--- src/rtl/mmio_uart_if.sv ---
// CPU-side memory access bundle shared by the control unit (master) and
// memory-mapped responders such as the UART (slave).
interface mmio_uart_if;
  logic [15:0] memAddr;
  logic        memRe;
  logic        memWe;
  logic [15:0] memWBus;
  logic [15:0] memRBus;
  logic        clkHold;

  modport master (
    output memAddr, memRe, memWe, memWBus,
    input  memRBus, clkHold
  );

  modport slave (
    input  memAddr, memRe, memWe, memWBus,
    output memRBus, clkHold
  );
endinterface

--- src/rtl/mmio_uart.sv ---
// Memory-mapped UART: 4-word register window, TX FIFO with CPU stall on full,
// single-byte RX holding register with overrun and framing-error flags.
module mmio_uart #(
  parameter logic [15:0] BASE_ADDR    = 16'hFF00,
  parameter int          CLKS_PER_BIT = 16,
  parameter int          TX_DEPTH     = 4
) (
  input  logic        clk,
  input  logic        rst,
  mmio_uart_if.slave  bus,
  input  logic        uartRx,
  output logic        uartTx
);

  localparam int PW   = $clog2(TX_DEPTH);
  localparam int CW   = PW + 1;
  localparam int CNTW = $clog2(CLKS_PER_BIT);
  localparam logic [CNTW-1:0] BIT_END  = CNTW'(CLKS_PER_BIT - 1);
  localparam logic [CNTW-1:0] HALF_END = CNTW'(CLKS_PER_BIT / 2 - 1);

  typedef enum logic [1:0] {TX_IDLE, TX_START, TX_DATA, TX_STOP} tx_state_t;
  typedef enum logic [1:0] {RX_IDLE, RX_START, RX_DATA, RX_STOP} rx_state_t;

  logic          hit;
  logic [1:0]    offset;
  logic          tx_full, tx_empty, tx_busy;
  logic          wr_commit, tx_push, tx_pop, stat_wr, rx_pop;
  logic [15:0]   rdata;
  logic          unused_wbus;

  logic [7:0]    fifo_mem [TX_DEPTH];
  logic [PW-1:0] wr_ptr_q, rd_ptr_q;
  logic [CW-1:0] tx_count_q, tx_count_d;

  tx_state_t     tx_state_q;
  logic [CNTW-1:0] tx_cnt_q;
  logic [2:0]    tx_bit_q;
  logic [7:0]    tx_byte_q;
  logic          tx_line_q;
  logic          tx_bit_end;

  rx_state_t     rx_state_q;
  logic [CNTW-1:0] rx_cnt_q;
  logic [2:0]    rx_bit_q;
  logic [7:0]    rx_shift_q, rx_byte_q;
  logic          rx_meta_q, rx_sync_q;
  logic          rx_valid_q, overrun_q, frame_err_q;

  assign hit      = bus.memAddr[15:2] == BASE_ADDR[15:2];
  assign offset   = bus.memAddr[1:0];
  assign tx_full  = tx_count_q == CW'(TX_DEPTH);
  assign tx_empty = tx_count_q == '0;
  assign tx_busy  = tx_state_q != TX_IDLE;

  // Stall depends only on registered fullness, so a pop on the same edge
  // cannot release the write until the following cycle.
  assign bus.clkHold = hit & bus.memWe & (offset == 2'd0) & tx_full;
  assign wr_commit   = hit & bus.memWe & ~bus.clkHold;
  assign tx_push     = wr_commit & (offset == 2'd0);
  assign stat_wr     = wr_commit & (offset == 2'd1);
  assign rx_pop      = hit & bus.memRe & ~bus.memWe & (offset == 2'd0);
  assign unused_wbus = ^bus.memWBus[15:8];

  always_comb begin
    rdata = 16'h0000;
    if (hit & bus.memRe) begin
      case (offset)
        2'd0:    rdata = {8'h00, rx_byte_q};
        2'd1:    rdata = {10'b0, frame_err_q, tx_busy, overrun_q, rx_valid_q, tx_full, tx_empty};
        default: rdata = 16'h0000;
      endcase
    end
  end
  assign bus.memRBus = rdata;

  // TX FIFO
  assign tx_bit_end = tx_cnt_q == BIT_END;
  assign tx_pop = ~tx_empty & ((tx_state_q == TX_IDLE) | ((tx_state_q == TX_STOP) & tx_bit_end));

  always_comb begin
    tx_count_d = tx_count_q;
    case ({tx_push, tx_pop})
      2'b10:   tx_count_d = tx_count_q + CW'(1);
      2'b01:   tx_count_d = tx_count_q - CW'(1);
      default: tx_count_d = tx_count_q;
    endcase
  end

  always_ff @(posedge clk) begin
    if (tx_push) fifo_mem[wr_ptr_q] <= bus.memWBus[7:0];
  end

  always_ff @(posedge clk) begin
    if (rst) begin
      wr_ptr_q   <= '0;
      rd_ptr_q   <= '0;
      tx_count_q <= '0;
    end else begin
      if (tx_push) wr_ptr_q <= wr_ptr_q + PW'(1);
      if (tx_pop)  rd_ptr_q <= rd_ptr_q + PW'(1);
      tx_count_q <= tx_count_d;
    end
  end

  // TX FSM: the line level is registered and changes only on state/bit boundaries.
  always_ff @(posedge clk) begin
    if (rst) begin
      tx_state_q <= TX_IDLE;
      tx_cnt_q   <= '0;
      tx_bit_q   <= '0;
      tx_byte_q  <= '0;
      tx_line_q  <= 1'b1;
    end else begin
      case (tx_state_q)
        TX_IDLE: begin
          tx_cnt_q <= '0;
          if (tx_pop) begin
            tx_state_q <= TX_START;
            tx_byte_q  <= fifo_mem[rd_ptr_q];
            tx_line_q  <= 1'b0;
          end
        end
        TX_START: begin
          if (tx_bit_end) begin
            tx_state_q <= TX_DATA;
            tx_cnt_q   <= '0;
            tx_bit_q   <= '0;
            tx_line_q  <= tx_byte_q[0];
          end else begin
            tx_cnt_q <= tx_cnt_q + CNTW'(1);
          end
        end
        TX_DATA: begin
          if (tx_bit_end) begin
            tx_cnt_q <= '0;
            if (tx_bit_q == 3'd7) begin
              tx_state_q <= TX_STOP;
              tx_line_q  <= 1'b1;
            end else begin
              tx_bit_q  <= tx_bit_q + 3'd1;
              tx_line_q <= tx_byte_q[tx_bit_q + 3'd1];
            end
          end else begin
            tx_cnt_q <= tx_cnt_q + CNTW'(1);
          end
        end
        TX_STOP: begin
          if (tx_bit_end) begin
            tx_cnt_q <= '0;
            if (tx_pop) begin
              tx_state_q <= TX_START;
              tx_byte_q  <= fifo_mem[rd_ptr_q];
              tx_line_q  <= 1'b0;
            end else begin
              tx_state_q <= TX_IDLE;
            end
          end else begin
            tx_cnt_q <= tx_cnt_q + CNTW'(1);
          end
        end
        default: tx_state_q <= TX_IDLE;
      endcase
    end
  end
  assign uartTx = tx_line_q;

  always_ff @(posedge clk) begin
    if (rst) begin
      rx_meta_q <= 1'b1;
      rx_sync_q <= 1'b1;
    end else begin
      rx_meta_q <= uartRx;
      rx_sync_q <= rx_meta_q;
    end
  end

  // RX FSM plus holding register; later assignments (delivery, flag set) win
  // over the pop/clear defaults at the top of the block.
  always_ff @(posedge clk) begin
    if (rst) begin
      rx_state_q  <= RX_IDLE;
      rx_cnt_q    <= '0;
      rx_bit_q    <= '0;
      rx_shift_q  <= '0;
      rx_byte_q   <= '0;
      rx_valid_q  <= 1'b0;
      overrun_q   <= 1'b0;
      frame_err_q <= 1'b0;
    end else begin
      if (rx_pop) rx_valid_q <= 1'b0;
      if (stat_wr & bus.memWBus[3]) overrun_q   <= 1'b0;
      if (stat_wr & bus.memWBus[5]) frame_err_q <= 1'b0;
      case (rx_state_q)
        RX_IDLE: begin
          rx_cnt_q <= '0;
          if (!rx_sync_q) rx_state_q <= RX_START;
        end
        RX_START: begin
          if (rx_cnt_q == HALF_END) begin
            rx_cnt_q   <= '0;
            rx_bit_q   <= '0;
            rx_state_q <= rx_sync_q ? RX_IDLE : RX_DATA;
          end else begin
            rx_cnt_q <= rx_cnt_q + CNTW'(1);
          end
        end
        RX_DATA: begin
          if (rx_cnt_q == BIT_END) begin
            rx_cnt_q   <= '0;
            rx_shift_q <= {rx_sync_q, rx_shift_q[7:1]};
            if (rx_bit_q == 3'd7) rx_state_q <= RX_STOP;
            else                  rx_bit_q   <= rx_bit_q + 3'd1;
          end else begin
            rx_cnt_q <= rx_cnt_q + CNTW'(1);
          end
        end
        RX_STOP: begin
          if (rx_cnt_q == BIT_END) begin
            rx_cnt_q   <= '0;
            rx_state_q <= RX_IDLE;
            if (rx_sync_q) begin
              if (!rx_valid_q || rx_pop) begin
                rx_byte_q  <= rx_shift_q;
                rx_valid_q <= 1'b1;
              end else begin
                overrun_q <= 1'b1;
              end
            end else begin
              frame_err_q <= 1'b1;
            end
          end else begin
            rx_cnt_q <= rx_cnt_q + CNTW'(1);
          end
        end
        default: rx_state_q <= RX_IDLE;
      endcase
    end
  end

endmodule

--- src/flat_wrapper.sv ---
// flat-port wrapper written by rule: the top's interface ports become plain ports
module mmio_uart_flat 
#(
  parameter logic [15:0] BASE_ADDR    = 16'hFF00,
  parameter int          CLKS_PER_BIT = 16,
  parameter int          TX_DEPTH     = 4
)
  (clk, rst, uartRx, uartTx, bus_memAddr, bus_memRe, bus_memWe, bus_memWBus, bus_memRBus, bus_clkHold);
  mmio_uart_if bus_i ();
  input  logic clk;
  input  logic rst;
  input  logic uartRx;
  output logic uartTx;
  input wire logic [$bits(bus_i.memAddr)-1:0] bus_memAddr;
  input wire logic [$bits(bus_i.memRe)-1:0] bus_memRe;
  input wire logic [$bits(bus_i.memWe)-1:0] bus_memWe;
  input wire logic [$bits(bus_i.memWBus)-1:0] bus_memWBus;
  output wire logic [$bits(bus_i.memRBus)-1:0] bus_memRBus;
  output wire logic [$bits(bus_i.clkHold)-1:0] bus_clkHold;
  assign bus_i.memAddr = bus_memAddr;
  assign bus_i.memRe = bus_memRe;
  assign bus_i.memWe = bus_memWe;
  assign bus_i.memWBus = bus_memWBus;
  assign bus_memRBus = bus_i.memRBus;
  assign bus_clkHold = bus_i.clkHold;
  mmio_uart #(.BASE_ADDR(BASE_ADDR), .CLKS_PER_BIT(CLKS_PER_BIT), .TX_DEPTH(TX_DEPTH)) u_core (.clk(clk), .rst(rst), .bus(bus_i), .uartRx(uartRx), .uartTx(uartTx));
endmodule
--- config.mk ---
export PLATFORM = sky130hd
export DESIGN_NAME = mmio_uart_flat
export DESIGN_NICKNAME = d
export VERILOG_FILES = /design/src/rtl/mmio_uart_if.sv /design/src/rtl/mmio_uart.sv /design/src/flat_wrapper.sv
export SDC_FILE = /design/constraint.sdc
export NUM_CORES = 1
export LEC_CHECK = 0
export CAP_MARGIN = 10
export CORE_MARGIN = 3
export CORE_UTILIZATION = 40
export DETAILED_ROUTE_END_ITERATION = 8
export GPL_ROUTABILITY_DRIVEN = 0
export SLEW_MARGIN = 20
export SYNTH_ARGS = -nofsm -noshare
export SYNTH_HDL_FRONTEND = slang
export SYNTH_SLANG_ARGS = --single-unit
--- constraint.sdc ---
create_clock -name clk -period 2.9 [get_ports clk]
set_input_delay 0.725 -clock clk [delete_from_list [all_inputs] [get_ports clk]]
set_output_delay 0.725 -clock clk [all_outputs]
set_load 0.005 [all_outputs]
==> out/qor.txt <==
HOLD PATH
---------------------------------------------------------------------------------
Hold/Removal Path Class                                                reg -> reg

STA
---------------------------------------------------------------------------------
Max-slew violation count                                                        0
Worst setup margin                                                     -0.1936 ns
Slew HR                                                                    0.3117
Ratio of final minimum period to clock period                               1.067
Final hold violation count                                                      0
Finish-stage setup viols                                                        9
Hold slack                                                              0.4176 ns
Setup repair after global routing missed its margin                          true
Transition time at the pin with the least slew margin                    1.032 ns
Crit path time final                                                     3.094 ns
Worst Skew                                                            0.006425 ns
Achievable frequency                                                   0.3232 GHz

SYNTHESIS
---------------------------------------------------------------------------------
Area share of the largest cell type after synthesis                        0.2796
Number of enable flip-flop cells after synthesis                               32
Sequential-to-total area share from yosys stat                             0.5150
Top-count cell post-synth                                                 dfxtp_1
Total standard cell area after synthesis                               4081 sq um
Leading register cell type out of synthesis                               dfxtp_1
Distinct cell type count after synthesis                                       53
Dominant cells by area after synthesis                               dfxtp_1 28%, edfxtp_1 24%, mux2i_1 6.9%, mux4_2 5.5%, ha_1 4.6%
Most numerous cell types in the synthesized netlist                  57 x dfxtp_1, 46 x nor2_1, 32 x edfxtp_1
Cell type with the highest aggregate area in the netlist                  dfxtp_1
Gate Count Post-Synth                                                         360
Synth warn                                                                      0
Post-Synthesis Mean Instance Area                                     11.34 sq um
Number of storage elements in the synthesis netlist                            89
Share of synthesized registers carrying an async set or reset                   0

LAYOUT
---------------------------------------------------------------------------------
Synthesis-to-layout area growth                                            23.45%
Fraction of final layout cells sized beyond drive strength 1               0.2233
Post-route insts no fill                                                      563
Diode insertion count for antenna repair                                        0
Final net count                                                               478
End-of-flow core utilization                                               0.5108

DIE
---------------------------------------------------------------------------------
Vert. Die Dim                                                        107.0 microns
Top Ports                                                                      55
Die area                                                             11,450 sq um
Std-Cell Rows                                                                  36
Initial standard-cell utilization of the core                              0.4137
Horiz. Die Dim                                                       107.0 microns
Core Box Area                                                          9864 sq um

JOB
---------------------------------------------------------------------------------
Count of max-cap constraint violations                                          0

DRT
---------------------------------------------------------------------------------
Average wire length per cell after detail routing                    13.42 microns
Post-detailed-route via-to-cell ratio                                       4.934
First DRT Iteration DRCs                                                      112
Wirelength, routed                                                       7.553 mm
DRC Markers                                                                     0
Routed vias                                                                 2,778
Drt pass-1 iters                                                                4
ANT nets after route                                                            0

PWR
---------------------------------------------------------------------------------
Cell leakage power                                                       1.897 nW
Power density of the placed cells                                    474.7 nW/um^2
Max rail drop VDD                                                       0.2565 mV
Total power of the final layout                                          2.392 mW

PLACED DESIGN
---------------------------------------------------------------------------------
Port bufs                                                                      38
Dpl cells                                                                     542
Half-perimeter wire length after placement                               5.525 mm

CTS
---------------------------------------------------------------------------------
Clock insertion delay at the later pin of the skew report                 0.35 ns
# hold bufs at CTS                                                              0
Clock tree root buffer cell                                              clkbuf_8
Num CTS Buffers                                                                 9
Htree depth                                                                     3
Clock buffer depth                                                              2
Clk sinks                                                                      89
Clock slew seen by the registers of the worst setup and hold paths        0.09 ns
TritonCTS clock tree                                                          yes

SETUP PATH
---------------------------------------------------------------------------------
Slowest cell on the critical path                                           or4_4
Crit-path max FO                                                                8
Required time worst endpoint                                              2.17 ns
Crit start category                                                    input port
Start-to-end type of the worst setup path                               in -> out
Data arrival time of the worst path                                       2.37 ns
Critical-path cell list                                              buf_6, or4_4, or4_4, buf_4, buf_6, nor2_2, clkdlybuf4s15_2
Largest incremental delay on the critical path                            0.53 ns
Endpoint kind of the worst setup timing path                         primary output

STATUS
---------------------------------------------------------------------------------
Run status                                                           complete, but fails checks
Violations in the final reports                                      negative setup slack

GLOBAL ROUTING
---------------------------------------------------------------------------------
Vias in the first global route                                              2,733
Met2 capacity usage during global routing                                  0.2275
Global-route wire length before repair                                   12.98 mm
Total overflow reported by the global router                                    0
Pin count of the biggest net entering global routing                           28
Met3 Use GR                                                               0.03371
GRT Total Usage                                                            0.1432
Global route hottest layer                                                   met2
Met1 usage in global routing                                               0.1961
Number of antenna violations at the first check in global routing               0

[registers in the layout, indices dropped and copies added, names as in the netlist, named ones only]
| name | cells |
|---|---|
| u_core.fifo_mem | 32 |
| u_core.rx_byte_q | 8 |
| u_core.rx_shift_q | 8 |
| u_core.tx_byte_q | 8 |
| u_core.rx_cnt_q | 4 |
| u_core.tx_cnt_q | 4 |
| u_core.rx_bit_q | 3 |
| u_core.tx_bit_q | 3 |
| u_core.tx_count_q | 3 |
| u_core.rd_ptr_q | 2 |
| u_core.tx_state_q | 2 |
| u_core.wr_ptr_q | 2 |
| u_core.frame_err_q | 1 |
| u_core.overrun_q | 1 |
| u_core.rx_meta_q | 1 |
| u_core.rx_state_q | 1 |
| u_core.rx_sync_q | 1 |
| u_core.rx_valid_q | 1 |
| u_core.uartTx | 1 |
[placed cells by master, fill, tap and decap left out, drive strengths merged, types with 4 or more instances in the layout]
| cell | n |
|---|---|
| xnor2 | 4 |
| nor3 | 4 |
| a22oi | 5 |
| mux2i | 28 |
| clkbuf | 9 |
| nand2b | 4 |
| nor2b | 4 |
| nor2 | 46 |
| edfxtp | 32 |
| dfxtp | 57 |
| dlygate4sd2 | 8 |
| buf | 44 |
| nand2 | 10 |
| clkdlybuf4s15 | 4 |
| xor2 | 4 |
| nand4 | 6 |
| inv | 18 |
| o21ai | 6 |
| nand3 | 5 |
| ha | 15 |
| and2 | 7 |
| a21oi | 15 |
| mux4 | 10 |
| or2b | 16 |
| clkdlybuf4s50 | 14 |
| conb | 8 |
| and3 | 5 |
[metal layers]
layer / share of wire / vias up
met3: 0.037 / 7
met5: 0 / -
met2: 0.47 / 48
li1: - / 1402
met4: 0.011 / 0
met1: 0.48 / 1321
[area by class of cell]
class	instances	area [sq um]
clock buffers	9	123.9
clock inverters	7	83.83
fillers	888	4826
inverters	15	56.30
multi-input cells	239	1862
flip-flops and latches	89	2102
well taps	133	166.4
repair buffers	71	644.4
[kinds of logic (layout without fill, tap and decap cells)]
logic type	Yosys count	count (layout)	share of synthesized area
AO/OA/AOI/OAI	42	42	0.06745
XOR/XNOR	8	8	0.01717
adder cells (fa/ha/maj)	16	16	0.05089
buffers and inverters	39	102	0.04966
flip-flops	89	89	0.5150
multiplexers	39	39	0.1266
other	1	8	0.0009188
AND/OR/NAND/NOR	126	126	0.1723
[path summary, 6_finish.rpt]
kind | from | end | slack [ns] | cells past startpoint
max | bus_memAddr[4] | bus_memRBus[4] | -0.19 | 7
min reg2reg | u_core.rx_meta_q$_SDFF_PP1_ | u_core.rx_sync_q$_SDFF_PP1_ | 0.42 | 1
min | u_core.rx_meta_q$_SDFF_PP1_ | u_core.rx_sync_q$_SDFF_PP1_ | 0.42 | 1
max reg2reg | u_core.tx_state_q[0]$_SDFFE_PP0P_ | u_core.tx_count_q[2]$_SDFFE_PP0P_ | 0.51 | 9
[worst max-delay path: cells and delay by family]
kind          cells  cell delay (ns)
buf+inv           4             0.57
simple gates      3             1.07
[where the power goes]
group          switching, mW  internal (mW)
Sequential            0.0176           1.31
Clock                  0.463          0.413
Combinational         0.0964         0.0945
Total                  0.577           1.81
[through the flow]
step | cell area (sq um) | setup TNS [ns] | setup WS, ns
final | 5039 | -1.302 | -0.1936
after global routing | 5039 | -1.818 | -0.2595
after CTS | 4995 | -1.423 | -0.2140
after detailed placement | 4782 | -13.20 | -1.001
after global placement | 4782 | -12.77 | -0.9148
after floorplan | 4114 | 0 | 0.006955
[timing repair]
item | 4_1_cts | 5_1_grt
endpoints found under the setup margin | 11 | 10
setup buffers | 5 | 1
pin swaps | 8 | 3
endpoints found under the hold margin | 0 | 0
gates resized for setup | 61 | 9
No activity file was read; power rests on OpenSTA's default activity.
